$ cat src/rtl/seletor_operandos_alu.sv
// seletor_operandos_alu
//   Registered operand-select stage sitting between ID and EX. Picks ALU
//   operands A and B with EX/WB forwarding, extends the immediate, stalls on
//   load-use hazards and talks valid/ready on both sides.
//
// Ports
//   clock, reset            rising-edge clock, async active-high reset
//   flush                   drop the held output and any pending stall
//   entrada_valida/_pronta  upstream handshake
//   rs1, rs2, br_dado1/2    source indices and register-file read data
//   imediato, imm_sinal     raw immediate and sign/zero extension select
//   alu_src                 B select: 00 reg2, 01 imm, 10 pc_mais4, 11 reg2
//   pc_mais4                link value
//   ex_* / wb_*             forwarding sources and load-use detection
//   saida_valida/_pronta    downstream handshake
//   operando_a, operando_b  registered operands
//   bolha                   high while stalling for a load-use hazard
module seletor_operandos_alu #(
    parameter int DATA_WIDTH     = 32,
    parameter int IMM_WIDTH      = 16,
    parameter int REG_ADDR_WIDTH = 5,
    parameter int LOAD_LATENCIA  = 1
) (
    input  logic                      clock,
    input  logic                      reset,
    input  logic                      flush,
    input  logic                      entrada_valida,
    output logic                      entrada_pronta,
    input  logic [REG_ADDR_WIDTH-1:0] rs1,
    input  logic [REG_ADDR_WIDTH-1:0] rs2,
    input  logic [DATA_WIDTH-1:0]     br_dado1,
    input  logic [DATA_WIDTH-1:0]     br_dado2,
    input  logic [IMM_WIDTH-1:0]      imediato,
    input  logic                      imm_sinal,
    input  logic [1:0]                alu_src,
    input  logic [DATA_WIDTH-1:0]     pc_mais4,
    input  logic [REG_ADDR_WIDTH-1:0] ex_rd,
    input  logic                      ex_escreve,
    input  logic                      ex_eh_load,
    input  logic [DATA_WIDTH-1:0]     ex_resultado,
    input  logic [REG_ADDR_WIDTH-1:0] wb_rd,
    input  logic                      wb_escreve,
    input  logic [DATA_WIDTH-1:0]     wb_resultado,
    output logic                      saida_valida,
    input  logic                      saida_pronta,
    output logic [DATA_WIDTH-1:0]     operando_a,
    output logic [DATA_WIDTH-1:0]     operando_b,
    output logic                      bolha
);

    // Counter only needs to hold LOAD_LATENCIA-1.
    localparam int CW = (LOAD_LATENCIA > 1) ? $clog2(LOAD_LATENCIA) : 1;

    typedef enum logic {LIVRE, ESPERA} estado_t;

    estado_t                estado_q, estado_d;
    logic [CW-1:0]          cont_q, cont_d;
    logic                   valida_q;
    logic [DATA_WIDTH-1:0]  op_a_q, op_b_q;

    logic [DATA_WIDTH-1:0]  fwd_a, fwd_b, sel_b, imm_ext;
    logic                   usa_rs2, hazard, aceita;

    // EX result beats WB data; a load in EX has no usable result yet.
    function automatic logic [DATA_WIDTH-1:0] encaminha(
        input logic [REG_ADDR_WIDTH-1:0] s,
        input logic [DATA_WIDTH-1:0]     br,
        input logic [REG_ADDR_WIDTH-1:0] erd,
        input logic                      eesc,
        input logic                      eload,
        input logic [DATA_WIDTH-1:0]     eres,
        input logic [REG_ADDR_WIDTH-1:0] wrd,
        input logic                      wesc,
        input logic [DATA_WIDTH-1:0]     wres
    );
        if (s == '0)                             return '0;
        else if (eesc && !eload && erd == s)     return eres;
        else if (wesc && wrd == s)               return wres;
        else                                     return br;
    endfunction

    assign fwd_a = encaminha(rs1, br_dado1, ex_rd, ex_escreve, ex_eh_load, ex_resultado,
                             wb_rd, wb_escreve, wb_resultado);
    assign fwd_b = encaminha(rs2, br_dado2, ex_rd, ex_escreve, ex_eh_load, ex_resultado,
                             wb_rd, wb_escreve, wb_resultado);

    generate
        if (IMM_WIDTH == DATA_WIDTH) begin : g_imm_pass
            assign imm_ext = imediato;
        end else begin : g_imm_ext
            assign imm_ext = {{(DATA_WIDTH-IMM_WIDTH){imm_sinal & imediato[IMM_WIDTH-1]}}, imediato};
        end
    endgenerate

    always_comb begin
        sel_b = fwd_b;
        case (alu_src)
            2'b01:   sel_b = imm_ext;
            2'b10:   sel_b = pc_mais4;
            default: sel_b = fwd_b;
        endcase
    end

    // rs2 only matters for a hazard when B actually reads the register.
    assign usa_rs2 = (alu_src == 2'b00) || (alu_src == 2'b11);
    assign hazard  = entrada_valida & ex_escreve & ex_eh_load & (ex_rd != '0) &
                     ((ex_rd == rs1) | ((ex_rd == rs2) & usa_rs2));

    assign entrada_pronta = (estado_q == LIVRE) & ~hazard & ~flush &
                            (~valida_q | saida_pronta);
    assign aceita = entrada_valida & entrada_pronta;

    always_comb begin
        estado_d = estado_q;
        cont_d   = cont_q;
        bolha    = 1'b0;
        case (estado_q)
            LIVRE: begin
                if (hazard) begin
                    estado_d = ESPERA;
                    cont_d   = CW'(LOAD_LATENCIA - 1);
                end
            end
            ESPERA: begin
                bolha = 1'b1;
                if (cont_q == '0) estado_d = LIVRE;
                else              cont_d   = cont_q - 1'b1;
            end
            default: estado_d = LIVRE;
        endcase
        if (flush) begin
            estado_d = LIVRE;
            cont_d   = '0;
        end
    end

    always_ff @(posedge clock or posedge reset) begin
        if (reset) begin
            estado_q <= LIVRE;
            cont_q   <= '0;
            valida_q <= 1'b0;
            op_a_q   <= '0;
            op_b_q   <= '0;
        end else begin
            estado_q <= estado_d;
            cont_q   <= cont_d;
            if (flush) begin
                valida_q <= 1'b0;
            end else if (aceita) begin
                valida_q <= 1'b1;
                op_a_q   <= fwd_a;
                op_b_q   <= sel_b;
            end else if (saida_pronta) begin
                valida_q <= 1'b0;
            end
        end
    end

    assign saida_valida = valida_q;
    assign operando_a   = op_a_q;
    assign operando_b   = op_b_q;

endmodule

$ cat config.mk
export PLATFORM = sky130hd
export DESIGN_NAME = seletor_operandos_alu
export DESIGN_NICKNAME = d
export VERILOG_FILES = /design/src/rtl/seletor_operandos_alu.sv
export SDC_FILE = /design/constraint.sdc
export NUM_CORES = 1
export LEC_CHECK = 0
export CAP_MARGIN = 20
export CORE_ASPECT_RATIO = 2
export CORE_MARGIN = 5
export CORE_UTILIZATION = 42
export DETAILED_ROUTE_END_ITERATION = 7
export PLACE_DENSITY = 0.85
export SYNTH_ARGS = -nofsm -noshare
export SYNTH_HDL_FRONTEND = slang
export SYNTH_SLANG_ARGS = --single-unit
$ cat constraint.sdc
create_clock -name clock -period 5.6 [get_ports clock]
set_clock_uncertainty 0.15 [all_clocks]
set_input_delay 0.84 -clock clock [delete_from_list [all_inputs] [get_ports clock]]
set_output_delay 0.84 -clock clock [all_outputs]
set_load 0.01 [all_outputs]
# ---- Word-level counts from Yosys, hierarchy flattened
# Index checks and enable logic that the tools add are counted.
dict set report op_classes {
  n_addsub 1
  n_eq_ne 8
  mux 19
  bitwise 16
  n_reduce_logical 13
}
# cell n
set ops {}
lappend ops {{2-to-1 mux 32 bit} 6}
lappend ops {{one-hot mux 32 bit (2 select lines)} 1}
lappend ops {{equality test 5 bit} 4}
lappend ops {{AND 1 bit} 10}
lappend ops {{logical NOT 5 bit} 2}
lappend ops {{2-to-1 mux 1 bit} 10}
lappend ops {{logical AND 1 bit} 5}
lappend ops {{nonzero test 5 bit} 1}
lappend ops {{equality test 2 bit (second input constant)} 2}
lappend ops {{inverter 1 bit} 4}
lappend ops {{one-hot mux 1 bit (2 select lines)} 2}
lappend ops {{!= test 3 bit (second input constant)} 1}
lappend ops {{nonzero test 3 bit} 1}
lappend ops {{equality test 2 x 1 -> 1 bit (second input constant)} 1}
lappend ops {{logical NOT 2 bit} 1}
lappend ops {{bitwise OR 1 bit} 2}
lappend ops {{AND reduction 2 bit} 1}
lappend ops {{logical NOT 1 bit} 1}
lappend ops {{logical OR 1 bit} 1}
lappend ops {{subtractor 1 bit (second input constant)} 1}
dict set report totals {
  regBits 67
  out_inout_bits 67
  word_cells 62
}

# ---- Longest topological paths before layout
dict set report depth {
  ltp_word 12
  mapped_depth 10
  ltp_nobuf 6
}

# ---- Least setup slack after synthesis
# Ideal clock, no wire load.
dict set report synth_path {
  kind {input to output}
  start {input ex_rd[1]}
  end {output entrada_pronta}
  arrival_time_ns 2.117
  required_time_ns 4.610
  setup_slack_ns 2.493
  stages 6
  n_path_buf 2
  cell_sequence {or4_1 > o2111ai_1 > a21o_1 > buf_4 > buf_2 > and3_1}
}
dict set report synth_via {
  elab_chain_len 8
}
# item line
set synth_rtl {}
lappend synth_rtl {{from (decl)} 37} ;# input logic [REG_ADDR_WIDTH-1:0] ex_rd,
lappend synth_rtl {{equality test 5 bit} 107} ;# ((ex_rd == rs1) | ((ex_rd == rs2) & usa_rs2));
lappend synth_rtl {{AND 1 bit} 107}
lappend synth_rtl {{bitwise OR 1 bit} 107}
lappend synth_rtl {{AND 1 bit *} 106} ;# assign hazard = entrada_valida & ex_escreve & ex_eh_load & (ex_rd != '0) &
lappend synth_rtl {{inverter 1 bit *} 109} ;# assign entrada_pronta = (estado_q == LIVRE) & ~hazard & ~flush &
lappend synth_rtl {{AND 1 bit * (3 in a row)} 109}
lappend synth_rtl {{to (decl)} 28} ;# output logic entrada_pronta,
# Mark *: on every way between the ends. The rest lies on a longest branch, timed or not.

# ---- Worst setup path after layout
# Same ends and word-level chain as after synthesis.

==> out/results.tsv <==
stage	metric	value	unit
worst_setup_path	start_kind	primary input	
finish	fin_nets	1013	
cts	cts_tree	yes	
finish	final_cell_mix	273 x clkdlybuf4s50_1, 130 x nand2_1, 66 x dfrtp_1	
logic_synthesis	synthFlopType	dfrtp_1	
placed_design	portBuffers	273	
logic_synthesis	yosys-top-cells-area	dfrtp_1 35%, nand2_1 10%, a311oi_1 6.0%, o22a_1 6.0%, o211ai_1 5.1%	
logic_synthesis	avgSynthCellArea	8.307	um2
floorplan	die_height	159.5	um
detailed_routing	ant_nets	0	
timing	rsz0062_at_grt	no	
grt	grt_max_degree	66	
timing	fmax	234.1	MHz
finish	antenna_cells	0	
cts	clockRootBuffer	clkbuf_16	
detailed_routing	drt_iter0_markers	369	
worst_setup_path	critical_path_required	4.61	ns
grt	grt_pass1_vias	5926	
logic_synthesis	yosysTopAreaCellShare	0.3519	
worst_setup_path	cp.arrival	3.28	ns
timing	setup_viol	0	
finish	multi_input_area	2756	um2
timing	post-route-min-period	4.271	ns
timing	slew_viol_final	0	
cts	cts_sinks	66	
power	leakagePower	3.012	nW
hold_path	min_path_cells	1	
finish	syn2layout_area_growth	64.89	%
power	ir_worst_vdd	0.1621	mV
grt	track_usage	0.2943	
cts	cts_resized	0	
logic_synthesis	ys_warn_count	0	
cts	h-tree-depth	3	
logic_synthesis	synth_area	4693	um2
flow_run	maxCapViolCount	0	
cts	cts_inserted_buffers	9	
cts	clk-insertion-delay-late	0.33	ns
floorplan	die-area	13520	um2
worst_setup_path	critPathCaptureType	output pin	
finish	drive_above_1_share	0.07302	
timing	hold_viol	0	
finish	regArea	1652	um2
floorplan	start_util	0.4288	
outcome	status	completed	
floorplan	die_w	84.75	um
power	p_per_area	237.1	nW/um2
worst_setup_path	path_max_fanout	35	
timing	worst_pin_slew	0.8839	ns
finish	fin_util	0.7070	
cts	clk_pin_slew	0.05	ns
timing	relSlewSlack	0.4107	
grt	antenna_found_initial	1	
detailed_routing	vias_per_cell	5.979	
logic_synthesis	synth-edff-count	0	
cts	cts.path.max_buffers	2	
logic_synthesis	seq_area_frac_synth	0.3519	
logic_synthesis	yosysUniqueCellTypes	38	
floorplan	io_pins	274	
placed_design	place_hpwl	15.38	mm
placed_design	gp_congestion	0.9704	
grt	grt_pass1_wl	31.44	mm
logic_synthesis	syn_nets	774	
logic_synthesis	ys_seq_elements	66	
finish	fillCellCount	902	
logic_synthesis	syn_inst	565	
timing	whs	0.3173	ns
timing	tns	0	ns
detailed_routing	wire_per_inst	21.49	um
detailed_routing	vias	5668	
floorplan	coreArea	10950	um2
hold_path	hold_class	reg -> reg	
cts	post_cts_buffers	0	
detailed_routing	first_pass_iters	6	
logic_synthesis	synthArstFlopShare	1.000	
floorplan	rows	54	
timing	fin_crit_sh	0.7627	
logic_synthesis	yosysTopAreaCell	dfrtp_1	
cts	hold_buffers	0	
worst_setup_path	reg2regPathDepth	5	
detailed_routing	route.detailed.drc	0	
grt	overflow	0	
worst_setup_path	worst-setup-path-type	in -> out	
finish	final_cells	948	
finish	final_common_cell	clkdlybuf4s50_1	
detailed_routing	wirelength	20.37	mm
placed_design	post-place-cells	932	
==> per-layer routing <==
layer	global-route usage	share of wire	up-vias
met4	0.1599	0.057	2
met1	0.3071	0.33	2676
li1	-	-	2561
met2	0.5275	0.53	344
met3	0.07250	0.080	85
met5	0	0.00064	-
==> final timing paths <==
path	startpoint	slack, ns	to
worst max-delay path	ex_rd[1]	1.33	entrada_pronta
worst min-delay path	estado_q	0.32	estado_q
worst max register to register	estado_q	3.05	operando_a[20]
worst min register to register	estado_q	0.32	estado_q
max in group asynchronous	reset	3.70	operando_b[9]
min in group asynchronous	reset	0.61	operando_a[27]
==> sequential cells by signal, summed over array words and instances, names as in the netlist <==
register      count
saida_valida      1
operando_a       32
operando_b       32
estado_q          1
==> worst max-delay path, cell delays in order <==
cell and delay [ns]:
clkdlybuf4s50_1 0.48, or4_1 0.57, o2111ai_1 0.20, a21o_1 0.11
buf_4 0.33, and3_1 0.22, clkdlybuf4s50_1 0.53
==> where the power goes <==
part | leakage [nW] | switching [mW] | total [mW] | internal, mW
registers | 0.770 | 0.0548 | 0.626 | 0.572
clock network | 0.138 | 0.193 | 0.512 | 0.319
logic | 2.10 | 0.277 | 0.697 | 0.420
total | 3.01 | 0.525 | 1.83 | 1.31
==> synth_stat cells (2+ instances only) <==
master     instances
nand2_1          130
o22a_1            32
nor2_1            36
o2111ai_1          2
a311oi_1          32
o211ai_1          32
clkbuf_1          43
dfrtp_1           66
nand3_1            2
nand4b_1           2
buf_4              5
nor4_1             2
nor3_1             2
ha_1               2
buf_2              7
nand2b_1           2
mux2_1             7
or4_1              2
xor2_1             9
a21oi_1           16
and3_1             4
inv_1              5
mux2_2            15
a31oi_1           32
o21ai_0           32
mux2_4            10
a22oi_1           17
xnor2_1            9
==> through the flow <==
| stage | area [um2] | setup slack [ns] | power, mW |
|---|---|---|---|
| final | 7739 | 1.329 | 1.835 |
| after global routing | 7739 | 1.177 | 1.916 |
| after CTS | 7711 | 1.331 | 1.845 |
| after detailed placement | 7440 | 1.340 | 1.324 |
| after global placement | 7410 | 1.338 | 1.305 |
| after floorplan | 4693 | 2.493 | 0.8942 |
==> area by class of cell <==
cell class              count  area share
clock inverters             3    0.001940
flip-flops and latches     66      0.2134
inverters                   5    0.002425
well taps                 140     0.02264
clock buffers              12     0.03314
multi-input cells         436      0.3562
repair buffers            286      0.3703
==> kinds of logic (layout without fill, tap and decap cells) <==
kind of cell | count (synthesis) | in the layout | share of synthesized area
flops | 66 | 66 | 0.3519
xor+xnor | 18 | 18 | 0.03359
buf+inv | 63 | 306 | 0.06371
mux | 32 | 32 | 0.08478
compound gates | 198 | 198 | 0.3002
fa+ha+maj | 2 | 2 | 0.005331
simple gates | 186 | 186 | 0.1605
Note: power is estimated with default switching activity, not from simulation.
